$ cat src/rtl/instr_fetch.sv
// rtl/instr_fetch.sv - IF-stage fetch unit with a single-outstanding imem request
//
// Owns the PC and fetches one instruction at a time over a req/ready + rvalid
// handshake. The fetched word and its incremented PC are presented as registered
// values to the IF/ID pipeline register. When there is no valid instruction, an
// all-zero word (NOP) is presented instead.
//
// Ports
//   clk               in   1    clock, rising edge
//   reset             in   1    asynchronous, active-low reset
//   stall             in   1    hold the presented instruction (IF/ID stall)
//   redirect          in   1    load redirect_pc, kill presented and in-flight fetch
//   redirect_pc       in   LEN  redirect target
//   imem_req          out  1    request valid (only in REQ)
//   imem_addr         out  LEN  request address, zero when imem_req is low
//   imem_ready        in   1    memory accepts the request this cycle
//   imem_rvalid       in   1    response valid
//   imem_rdata        in   LEN  response instruction word
//   next_inced_pc     out  LEN  fetched PC + PC_INC, zero when not fetch_valid
//   next_instruction  out  LEN  fetched word, zero (NOP) when not fetch_valid
//   fetch_valid       out  1    next_instruction holds a real instruction
module instr_fetch #(
    parameter int unsigned      LEN      = 32,
    parameter logic [LEN-1:0]   RESET_PC = '0,
    parameter logic [LEN-1:0]   PC_INC   = LEN'(4)
) (
    input  logic           clk,
    input  logic           reset,
    input  logic           stall,
    input  logic           redirect,
    input  logic [LEN-1:0] redirect_pc,
    output logic           imem_req,
    output logic [LEN-1:0] imem_addr,
    input  logic           imem_ready,
    input  logic           imem_rvalid,
    input  logic [LEN-1:0] imem_rdata,
    output logic [LEN-1:0] next_inced_pc,
    output logic [LEN-1:0] next_instruction,
    output logic           fetch_valid
);

    typedef enum logic [2:0] {
        S_IDLE = 3'd0,
        S_REQ  = 3'd1,
        S_WAIT = 3'd2,
        S_HAVE = 3'd3,
        S_DROP = 3'd4
    } state_t;

    state_t         state, state_d;
    logic [LEN-1:0] pc, pc_d;
    logic [LEN-1:0] inced_d;
    logic [LEN-1:0] instr_d;
    logic           valid_d;
    logic [LEN-1:0] pc_inc;
    logic           resp_pending;

    // Wraps modulo 2^LEN by construction of the width.
    assign pc_inc = pc + PC_INC;

    // A redirect must not let a response that is still on its way be mistaken
    // for the redirect target's instruction. This is true when a request has
    // been accepted (or is being accepted now) and its data has not arrived by
    // the redirect edge.
    assign resp_pending = ((state == S_WAIT) && !imem_rvalid) ||
                          ((state == S_REQ)  &&  imem_ready)  ||
                          ((state == S_DROP) && !imem_rvalid);

    assign imem_req  = (state == S_REQ);
    assign imem_addr = imem_req ? pc : '0;

    always_ff @(posedge clk or negedge reset) begin
        if (!reset) begin
            state            <= S_IDLE;
            pc               <= RESET_PC;
            next_inced_pc    <= '0;
            next_instruction <= '0;
            fetch_valid      <= 1'b0;
        end else begin
            state            <= state_d;
            pc               <= pc_d;
            next_inced_pc    <= inced_d;
            next_instruction <= instr_d;
            fetch_valid      <= valid_d;
        end
    end

    always_comb begin
        state_d = state;
        pc_d    = pc;
        inced_d = next_inced_pc;
        instr_d = next_instruction;
        valid_d = fetch_valid;

        if (state == S_IDLE) begin
            // Redirects are ignored here; the first request always leaves
            // one cycle after reset release.
            state_d = S_REQ;
        end else if (redirect) begin
            // Takes precedence over stall and over a coincident response.
            pc_d    = redirect_pc;
            valid_d = 1'b0;
            inced_d = '0;
            instr_d = '0;
            state_d = resp_pending ? S_DROP : S_REQ;
        end else begin
            case (state)
                S_REQ: begin
                    if (imem_ready) begin
                        state_d = S_WAIT;
                    end
                end
                S_WAIT: begin
                    // Captured regardless of stall: nothing is presented yet.
                    if (imem_rvalid) begin
                        instr_d = imem_rdata;
                        inced_d = pc_inc;
                        valid_d = 1'b1;
                        pc_d    = pc_inc;
                        state_d = S_HAVE;
                    end
                end
                S_HAVE: begin
                    // Without stall, IF/ID takes the instruction at this edge.
                    if (!stall) begin
                        valid_d = 1'b0;
                        inced_d = '0;
                        instr_d = '0;
                        state_d = S_REQ;
                    end
                end
                S_DROP: begin
                    if (imem_rvalid) begin
                        state_d = S_REQ;
                    end
                end
                default: begin
                    state_d = S_IDLE;
                end
            endcase
        end
    end

endmodule

$ cat config.mk
export PLATFORM = sky130hd
export DESIGN_NAME = instr_fetch
export DESIGN_NICKNAME = d
export VERILOG_FILES = /design/src/rtl/instr_fetch.sv
export SDC_FILE = /design/constraint.sdc
export NUM_CORES = 1
export LEC_CHECK = 0
export ABC_AREA = 1
export CAP_MARGIN = 20
export CORE_ASPECT_RATIO = 0.9
export CORE_MARGIN = 1
export CORE_UTILIZATION = 46
export CTS_CLUSTER_SIZE = 24
export DETAILED_ROUTE_END_ITERATION = 6
export PLACE_DENSITY_LB_ADDON = 0.2
export SLEW_MARGIN = 20
export SYNTH_ARGS = -nofsm -noshare
export SYNTH_HDL_FRONTEND = slang
export SYNTH_SLANG_ARGS = --single-unit
export TNS_END_PERCENT = 1
$ cat constraint.sdc
create_clock -name clk -period 1.7 [get_ports clk]
set_input_delay 0.34 -clock clk [delete_from_list [all_inputs] [get_ports clk]]
set_output_delay 0.34 -clock clk [all_outputs]
set_load 0.005 [all_outputs]
# Yosys cells after proc, flatten, opt, wreduce, memory -nomap -nowiden
# Index checks and enable logic that the tools add are counted.
[totals]
register_bits = 100
latchBits = 0
mem_bits_rw = 0
mem_bits_ro = 0
input_bits = 70
output_inout_bits = 98
wordCells = 52
memories = 0
[classes]
n_addsub = 1
n_mul = 0
div_mod_pow = 0
order_cmp = 0
n_eq_ne = 10
shift = 0
n_mux = 22
n_bitwise = 1
reduce_logical = 13
[op_table]
columns = ["cell", "n"]
rows = [
  ["32-bit 2-to-1 mux", 8],
  ["32-bit case mux with 2 select lines", 2],
  ["32-bit by 3-bit adder with 32-bit output, second input constant", 1],
  ["3-bit 2-to-1 mux", 7],
  ["3-bit case mux with 4 select lines", 1],
  ["4-bit by 3-bit != test with 1-bit output, second input constant", 2],
  ["4-bit AND reduction", 2],
  ["3-bit by 2-bit == test with 1-bit output, second input constant", 2],
  ["3-bit != test, second input constant", 2],
  ["4-bit by 2-bit != test with 1-bit output, second input constant", 1],
  ["4-bit != test, second input constant", 1],
  ["2-bit nonzero test", 2],
  ["3-bit by 1-bit == test with 1-bit output, second input constant", 1],
  ["3-bit == test, second input constant", 1],
  ["1-bit logical AND", 3],
  ["3-bit zero test", 1],
  ["1-bit 2-to-1 mux", 3],
  ["3-bit AND reduction", 1],
  ["3-bit nonzero test", 1],
  ["1-bit logical OR", 2],
  ["1-bit case mux with 2 select lines", 1],
  ["1-bit zero test", 1],
  ["1-bit NOT", 1],
]

# Depth between registers and ports, before layout
# Gate-level depths: netlist of run 1.
[depth]
depth_word = 7
mapped_depth = 10
ltp_nobuf = 10

# Worst setup path after synthesis of run 1
# OpenSTA, ideal clock, no wires.
[synth_timing]
path_type = "register to register"
start = "register pc[3]"
end = "register pc[22]"
setup_time_ps = 121
t_arrival_ps = 1344
required_ps = 1579
path_slack_ps = 235
stages_incl_launch_ff = 11
path_buffers = 0
period_less_slack_ps = 1465
cell_sequence = "dfrtp_1 > ha_1 > nand2_1 > nor2_1 > nand2_1 > nor2_2 > nand2_1 > nand2_1 > nand2_1 > nand2_1 > nand2_1"
[synth_between]
elab_chain_len = 4
[synth_lines]
columns = ["element", "line_no", "text"]
rows = [
  ["from (decl)", "51", "logic [LEN-1:0] pc, pc_d;"],
  ["from (signal assigned)", "81", "pc <= pc_d;"],
  ["32-bit by 3-bit adder with 32-bit output", "59", "assign pc_inc = pc + PC_INC;"],
  ["32-bit 2-to-1 mux", "115", "if (imem_rvalid) begin"],
  ["32-bit 2-to-1 mux", "107", "case (state)"],
  ["32-bit 2-to-1 mux", "99", "end else if (redirect) begin"],
]
# Every way passes these cells. The select of a mux whose other input is x is not followed.
# A chain may end at the register's enable or synchronous reset.

# Worst setup path in the final report of run 1
[layout_timing]
start = "register state[2]"
end = "output imem_addr[8]"
[layout_between]
elab_chain_len = 2
[layout_lines]
columns = ["element", "line_no", "text"]
rows = [
  ["from (decl)", "50", "state_t state, state_d;"],
  ["from (signal assigned)", "80", "state <= state_d;"],
  ["3-bit by 1-bit == test with 1-bit output", "69", "assign imem_req = (state == S_REQ);"],
  ["32-bit 2-to-1 mux", "70", "assign imem_addr = imem_req ? pc : '0;"],
  ["to (decl)", "33", "output logic [LEN-1:0] imem_addr,"],
]
# Every way passes these cells.

==> results by group, run 1 <==
STA
  – Tcrit/Tclk final: 111%
  – Fin. max-slew vios: 0
  – WHS: -0.00551 ns
  – Setup_tns: -3.40 ns
  – Worst-margin pin slew: 0.414 ns
  – RSZ-0062 raised after global routing: true
  – Final Skew: 0.0118 ns
  – Final Hold Viols: 6
  – Max_slew headroom: 72.4%
  – Post-route minimum period: 1.89 ns
  – Worst setup margin: -0.193 ns
  – Max Fclk: 528 MHz
  – Final setup fails: 32

Power and ir drop
  – Net Sw Frac: 39.8%
  – Leak: 3.85 nW
  – VDD IR-drop max: 1.21 mV
  – P_int: 8.19 mW
  – Power density over the cells: 1820 nW/um^2
  – Clock power frac: 16.0%
  – Sw power: 5.42 mW
  – Flop pwr share: 31.6%
  – Combinational Power Share: 52.5%

Critical path
  – Critical Path Max Stage Delay: 0.40 ns
  – CP top delay family: buffers and inverters
  – CP max FO: 5
  – Beginning of the worst register-to-register path: state[0]$_DFFE_PN0P_
  – WP buf/inv: 5
  – Worst path depth: 7
  – Slowest-stage cell, CP: dfrtp_1
  – Worst path cell trace: inv_2 > nand3_4 > buf_12 > buf_16 > buf_4 > nor2_2 > buf_2
  – FF-to-FF setup slack: 0.03 ns
  – FF-to-FF End: next_instruction[16]$_DFFE_PN0P_
  – Setup crit end kind: primary output
  – CP endpoint: imem_addr[8]
  – Critical path class: reg2out
  – Worst Path Required: 1.36 ns
  – Crit path from: state[2]$_DFFE_PN0P_
  – CP startpoint kind: flop
  – R2R cell count: 10
  – Worst Path Arrival: 1.55 ns

Drt
  – DRT antenna net count: 0
  – Remaining DRCs: 0
  – Detailed-route wire length per cell: 15.5 um
  – Average via count per standard cell: 5.14
  – Initial DRC Count: 431
  – Final WL: 15.4 mm
  – Number of iterations in the first detailed-routing pass: 7
  – DR vias: 5088

Logic synthesis
  – Syn Inst Count: 652
  – Top cell type's share of synthesized area: 51.3%
  – Post-synthesis cell area: 4880 um^2
  – Top cells by area, synth: dfrtp_1 (51%), nand2_1 (24%), nor2_1 (6.2%), inv_1 (3.7%), a22oi_1 (3.5%)
  – Sequential area share after synthesis: 51.3%
  – Warning count from the yosys run: 0
  – Post-synth EDFFs: 0
  – Synthesized flop and latch total: 100
  – Mapped Avg Cell Area: 7.48 um^2
  – Cell taking the most area after synthesis: dfrtp_1
  – Post-Syn Nets: 723
  – Main synth FF type: dfrtp_1
  – Yosys cell types: 24
  – Ys async rst share: 100%

Run status
  – Violated checks: negative hold slack, negative setup slack
  – Outcome: complete, but fails checks

Clocking
  – Clock Sink Count: 100
  – # H-tree levels: 3
  – Worst-Skew Late Latency: 0.34 ns
  – TritonCTS clock tree: yes
  – CTS max path bufs: 2
  – Post-CTS Hold Buffers: 0
  – Number of CTS-inserted buffers: 9
  – Root Buffer: clkbuf_16
  – Clock slew at reported path FFs: 0.08 ns

Floorplanning
  – Core area: 10300 um^2
  – FP Rows: 35
  – IO Count: 168
  – Starting Density: 47.4%
  – Die width: 111 um
  – Die footprint: 11000 um^2
  – Die H: 99.7 um

Placed design
  – DP Worst Slack: -0.193 ns
  – Port bufs: 167
  – Post-DP HPWL: 10.6 mm
  – Routability cong.: 0.952

Finish
  – # fillers: 804
  – Layout cells sized above 1: 16.5%
  – ANT cells: 0
  – Final Net Count: 927
  – Area growth from synthesis to layout: 53.3%

Min path
  – HP Class: in2async

Global route
  – Vias in the first global route: 5027
  – First-pass GRT wire length: 25.0 mm
  – Initial antenna violation count: 0
  – Overflow after GRT: 0
  – GRT Overall Usage: 28.2%
  – Largest net degree at the start of global routing: 77

Flow run
  – Max-cap violation count: 0
cell families (layout without fill, tap and decap cells):
logic type,Yosys count,after routing,share of synthesized area [%]
flops,100,100,51.3
simple gates,426,426,34.1
compound gates,42,42,5.79
fa+ha+maj,1,1,0.256
buf+inv,71,280,6.41
xor+xnor,12,12,2.15
flip-flops by register name, indices dropped and copies added (netlist names):
name              cells
fetch_valid           1
next_inced_pc        32
next_instruction     32
pc                   32
state                 3
power by group through the flow:
stage | clock network (mW) | registers [mW] | logic (mW)
finish | 2.17 | 4.29 | 7.14
global route | 2.30 | 4.41 | 7.78
CTS | 2.21 | 4.26 | 6.76
detailed placement | 0 | 4.27 | 6.15
global placement | 0 | 4.24 | 6.01
floorplan | 0 | 4.18 | 2.80
synth_stat cells, types with 2 or more instances:
master	instances
a21oi_1	2
a22oi_1	23
a31oi_1	2
and2_1	2
buf_2	10
buf_4	9
clkbuf_1	3
dfrtp_1	100
inv_1	48
nand2_1	306
nand3_1	30
nand4_1	2
nor2_1	80
nor2_2	2
nor3_1	2
o211ai_1	4
o21ai_0	8
o22ai_1	2
xor2_1	12
worst reg2reg max path: cells and delay by family (launching register included):
family                 cells  cell delay [ns]
buffers and inverters      4             0.61
DFF                        1             0.43
and+or+nand+nor            6             0.58
per-stage QoR:
stage	util (%)	instances	power, mW	area (um^2)
6_report	72.7	990	13.6	7480
3_5_place_dp	67.3	962	10.4	6930
3_3_place_gp	67.3	962	10.3	6930
2_1_floorplan	-	652	6.98	4880
5_1_grt	72.7	990	14.5	7480
4_1_cts	71.5	986	13.2	7360
worst min-delay path by stage:
stage                                             to  depth (start not counted)
finish              next_instruction[20]$_DFFE_PN0P_                          2
global route        next_instruction[22]$_DFFE_PN0P_                          2
CTS                 next_instruction[20]$_DFFE_PN0P_                          2
detailed placement  next_instruction[20]$_DFFE_PN0P_                          2
global placement    next_instruction[21]$_DFFE_PN0P_                          2
floorplan                    fetch_valid$_DFFE_PN0P_                          0
cells in the final DEF, fill, tap and decap left out, types with 3 or more instances in the layout:
cell type	instances
a22oi_1	23
buf_12	10
buf_16	4
buf_2	32
buf_4	34
clkbuf_16	9
clkdlybuf4s50_1	133
dfrtp_1	100
inv_1	45
inv_6	3
nand2_1	304
nand2_2	3
nand3_1	28
nor2_1	49
nor2_2	21
nor2_4	13
o211ai_1	4
o21ai_0	6
xor2_1	12
area by class of cell:
| class | count | area (um^2) | share of cell area, % |
|---|---|---|---|
| sequential | 100 | 2500 | 33.5 |
| multi-input combinational | 481 | 2230 | 29.8 |
| timing repair buffer | 215 | 2080 | 27.9 |
| clock buffer | 9 | 225 | 3.01 |
| inverter | 49 | 190 | 2.54 |
| tap | 129 | 161 | 2.16 |
| clock inverter | 7 | 87.6 | 1.17 |
layer usage:
metal	track usage, %	part of all wire [%]	vias to the layer above
li1	-	-	2431
met1	39.1	45	2420
met2	46.3	47	223
met3	4.27	6.0	14
met4	8.10	1.4	0
met5	0	0	-
what timing repair did:
action                     in CTS  in global routing
resized for setup             169                 28
pin swaps                       3                  2
setup buffers                   4                  4
cloned                          4                  0
setup endpoints to repair      33                117
Power figures use the tool's default switching activity.
==> run 2, diff against run 1 <==
--- a/config.mk
+++ b/config.mk
@@ -17,4 +17,3 @@
 export SYNTH_ARGS = -nofsm -noshare
 export SYNTH_HDL_FRONTEND = slang
 export SYNTH_SLANG_ARGS = --single-unit
-export TNS_END_PERCENT = 1
==> constraint.sdc (replaced) <==
create_clock -name clk -period 1.7 [get_ports clk]
set_input_delay 0.34 -clock clk [delete_from_list [all_inputs] [get_ports clk]]
set_output_delay 0.34 -clock clk [all_outputs]
set_load 0.02 [all_outputs]
==> run 2 against run 1 <==
The flow finishes with violations (negative setup slack). Clock power is 7% lower. Hold slack improved by 0.48 ns. Sequential share of layout area decreased by 0.20 points. Largest power group unchanged. Setup slack improved by 0.16 ns. Non-clock buffer count increased by 8. Final area up 0.65%. Total power increased by 4.9%.
==> results by group, run 2 (same netlist as run 1, synthesis figures left out) <==
Run status
  – Outcome: complete, but fails checks
  – Violated checks: negative setup slack

Finish
  – Largest registers: next_inced_pc: 32 flops, next_instruction: 32 flops, pc: 32 flops
  – Commonest non-fill, non-tap cell in the layout: nand2_1
  – Area growth from synthesis to layout: 54.3%
  – ANT cells: 0 (unchanged)
  – Most frequent cells in the layout: nand2_1 (303), clkdlybuf4s50_1 (122), dfrtp_1 (99)
  – Final Net Count: 935 (+0.86%)
  – FF/Latch Area: 2500 um^2 (about the same)
  – Final core area utilization: 73.1% (+0.47 points)
  – Layout cells sized above 1: 15.4% (-1.1 points)
  – # fillers: 811 (+0.87%)
  – Area of the multi-input gates: 2150 um^2 (-3.4%)

Power and ir drop
  – Total Power: 14.3 mW (+4.9%)
  – VDD IR-drop max: 1.11 mV (-8.1%)
  – Power density over the cells: 1900 nW/um^2 (+4.2%)
  – Leak: 4.01 nW (+4.3%)

Placed design
  – Routability cong.: 0.917 (-3.7%)
  – Post-DP HPWL: 10.5 mm (-1.0%)
  – Port bufs: 167 (unchanged)

Drt
  – Remaining DRCs: 0 (unchanged)
  – Average via count per standard cell: 5.15 (+0.29%)
  – Detailed-route wire length per cell: 15.2 um (-2.1%)
  – Initial DRC Count: 413 (-4.2%)
  – Final WL: 15.2 mm (-1.3%)
  – DR vias: 5144 (+1.1%)
  – DRT antenna net count: 0 (unchanged)
  – Number of iterations in the first detailed-routing pass: 5 (-2)

STA
  – Post-route minimum period: 1.73 ns (-0.164 ns)
  – RSZ-0062 raised after global routing: true
  – Final Skew: 0.00579 ns (-0.00600 ns)
  – Final setup fails: 15 (-53%)
  – Fin. max-slew vios: 0 (unchanged)
  – Worst setup margin: -0.0289 ns (+0.164 ns)
  – Max_slew headroom: 71.0% (-1.3 points)
  – Final Hold Viols: 0 (-6)
  – Tcrit/Tclk final: 102% (-9.6 points)
  – Worst-margin pin slew: 0.434 ns (+0.0199 ns)
  – Max Fclk: 578 MHz (+9.5%)
  – WHS: 0.473 ns (+0.478 ns)

Clocking
  – CTS max path bufs: 2 (unchanged)
  – Worst-Skew Late Latency: 0.34 ns (about the same)
  – Number of CTS-inserted buffers: 9 (unchanged)
  – Clock slew at reported path FFs: 0.07 ns (about the same)
  – Root Buffer: clkbuf_16
  – # H-tree levels: 3 (unchanged)
  – TritonCTS clock tree: yes
  – Clock Sink Count: 100 (unchanged)

Global route
  – GRT Overall Usage: 26.5% (-1.7 points)
  – Overflow after GRT: 0 (unchanged)
  – Largest net degree at the start of global routing: 51 (-34%)
  – Vias in the first global route: 4852 (-3.5%)
  – First-pass GRT wire length: 23.5 mm (-6.0%)
  – Initial antenna violation count: 0 (unchanged)

Floorplanning
  – Core area: 10300 um^2 (unchanged)
  – Die H: 99.7 um (unchanged)
  – Die footprint: 11000 um^2 (unchanged)
  – IO Count: 168 (unchanged)
  – Starting Density: 47.4% (unchanged)
  – FP Rows: 35 (unchanged)
  – Die width: 111 um (unchanged)

Critical path
  – Worst Path Arrival: 1.39 ns (-0.16 ns)
  – Slowest-stage cell, CP: dfrtp_1
  – CP startpoint kind: flop
  – Worst path cell trace: inv_2 > nand3_4 > buf_6 > nor2_1 > buf_4
  – Critical Path Max Stage Delay: 0.39 ns (about the same)
  – R2R cell count: 10 (unchanged)
  – Crit path from: state[2]$_DFFE_PN0P_
  – Worst Path Required: 1.36 ns (about the same)
  – FF-to-FF End: pc[3]$_DFFE_PN0P_
  – Critical path class: reg2out
  – Beginning of the worst register-to-register path: state[0]$_DFFE_PN0P_
  – CP max FO: 10 (+5)
  – FF-to-FF setup slack: -0.03 ns (-0.06 ns)
  – Setup crit end kind: primary output

Min path
  – Hold depth: 2
  – HP Class: reg2reg
  – WHS Endpoint: next_instruction[17]$_DFFE_PN0P_
  – Hold Path Origin: next_instruction[17]$_DFFE_PN0P_

Flow run
  – Max-cap violation count: 0 (unchanged)
## run 2: critical path: cells and delay by family (launching register included)
| family | cells | cell delay (ns) |
|---|---|---|
| buffers and inverters | 3 | 0.43 |
| DFF | 1 | 0.39 |
| and+or+nand+nor | 2 | 0.23 |
## run 2: final cells by class
class	count	share of cell area, %
clock buffer	9	2.99
sequential	100	33.3
clock inverter	7	0.914
multi-input combinational	481	28.6
inverter	49	2.54
tap	129	2.14
timing repair buffer	223	29.6
## run 2: report_power, final
group / switching (mW) / leakage [nW] / internal [mW]
clock network: 0.984 / 0.143 / 1.03
registers: 0.785 / 1.27 / 3.41
logic: 4.58 / 2.60 / 3.49
total: 6.35 / 4.01 / 7.93
## run 2: what timing repair did
item / 4_1_cts / 5_1_grt
buffers inserted: 0 / 7
resized for setup: 179 / 36
cloned: 1 / 3
setup endpoints to repair: 34 / 138
pin swaps: 0 / 3
endpoints found under the hold margin: 28 / 0
hold buffers: 1 / 0
## run 2: worst max-delay path by stage
stage | endpoint | slack (ns)
global placement | fetch_valid$_DFFE_PN0P_ | -0.20
floorplan | imem_addr[10] | 0.14
CTS | imem_addr[11] | -0.04
detailed placement | pc[3]$_DFFE_PN0P_ | -0.24
finish | imem_addr[11] | -0.03
global route | imem_addr[8] | -0.09
## run 2: stage by stage
step	area [um^2]	setup WS [ns]	cells	TNS, ns
3_5_place_dp	7020	-0.237	970	-19.30
4_1_cts	7290	-0.0388	988	-0.281
2_1_floorplan	4880	0.140	652	0
5_1_grt	7530	-0.0947	998	-2.68
3_3_place_gp	7020	-0.199	970	-15.24
6_report	7530	-0.0289	998	-0.165
## run 2: per-layer routing
layer | global-route usage [%] | share of wire (%) | vias up
li1 | - | - | 2452
met1 | 35.7 | 43 | 2404
met2 | 44.5 | 48 | 266
met3 | 4.75 | 7.5 | 22
met4 | 7.18 | 1.5 | 0
met5 | 0 | 0 | -
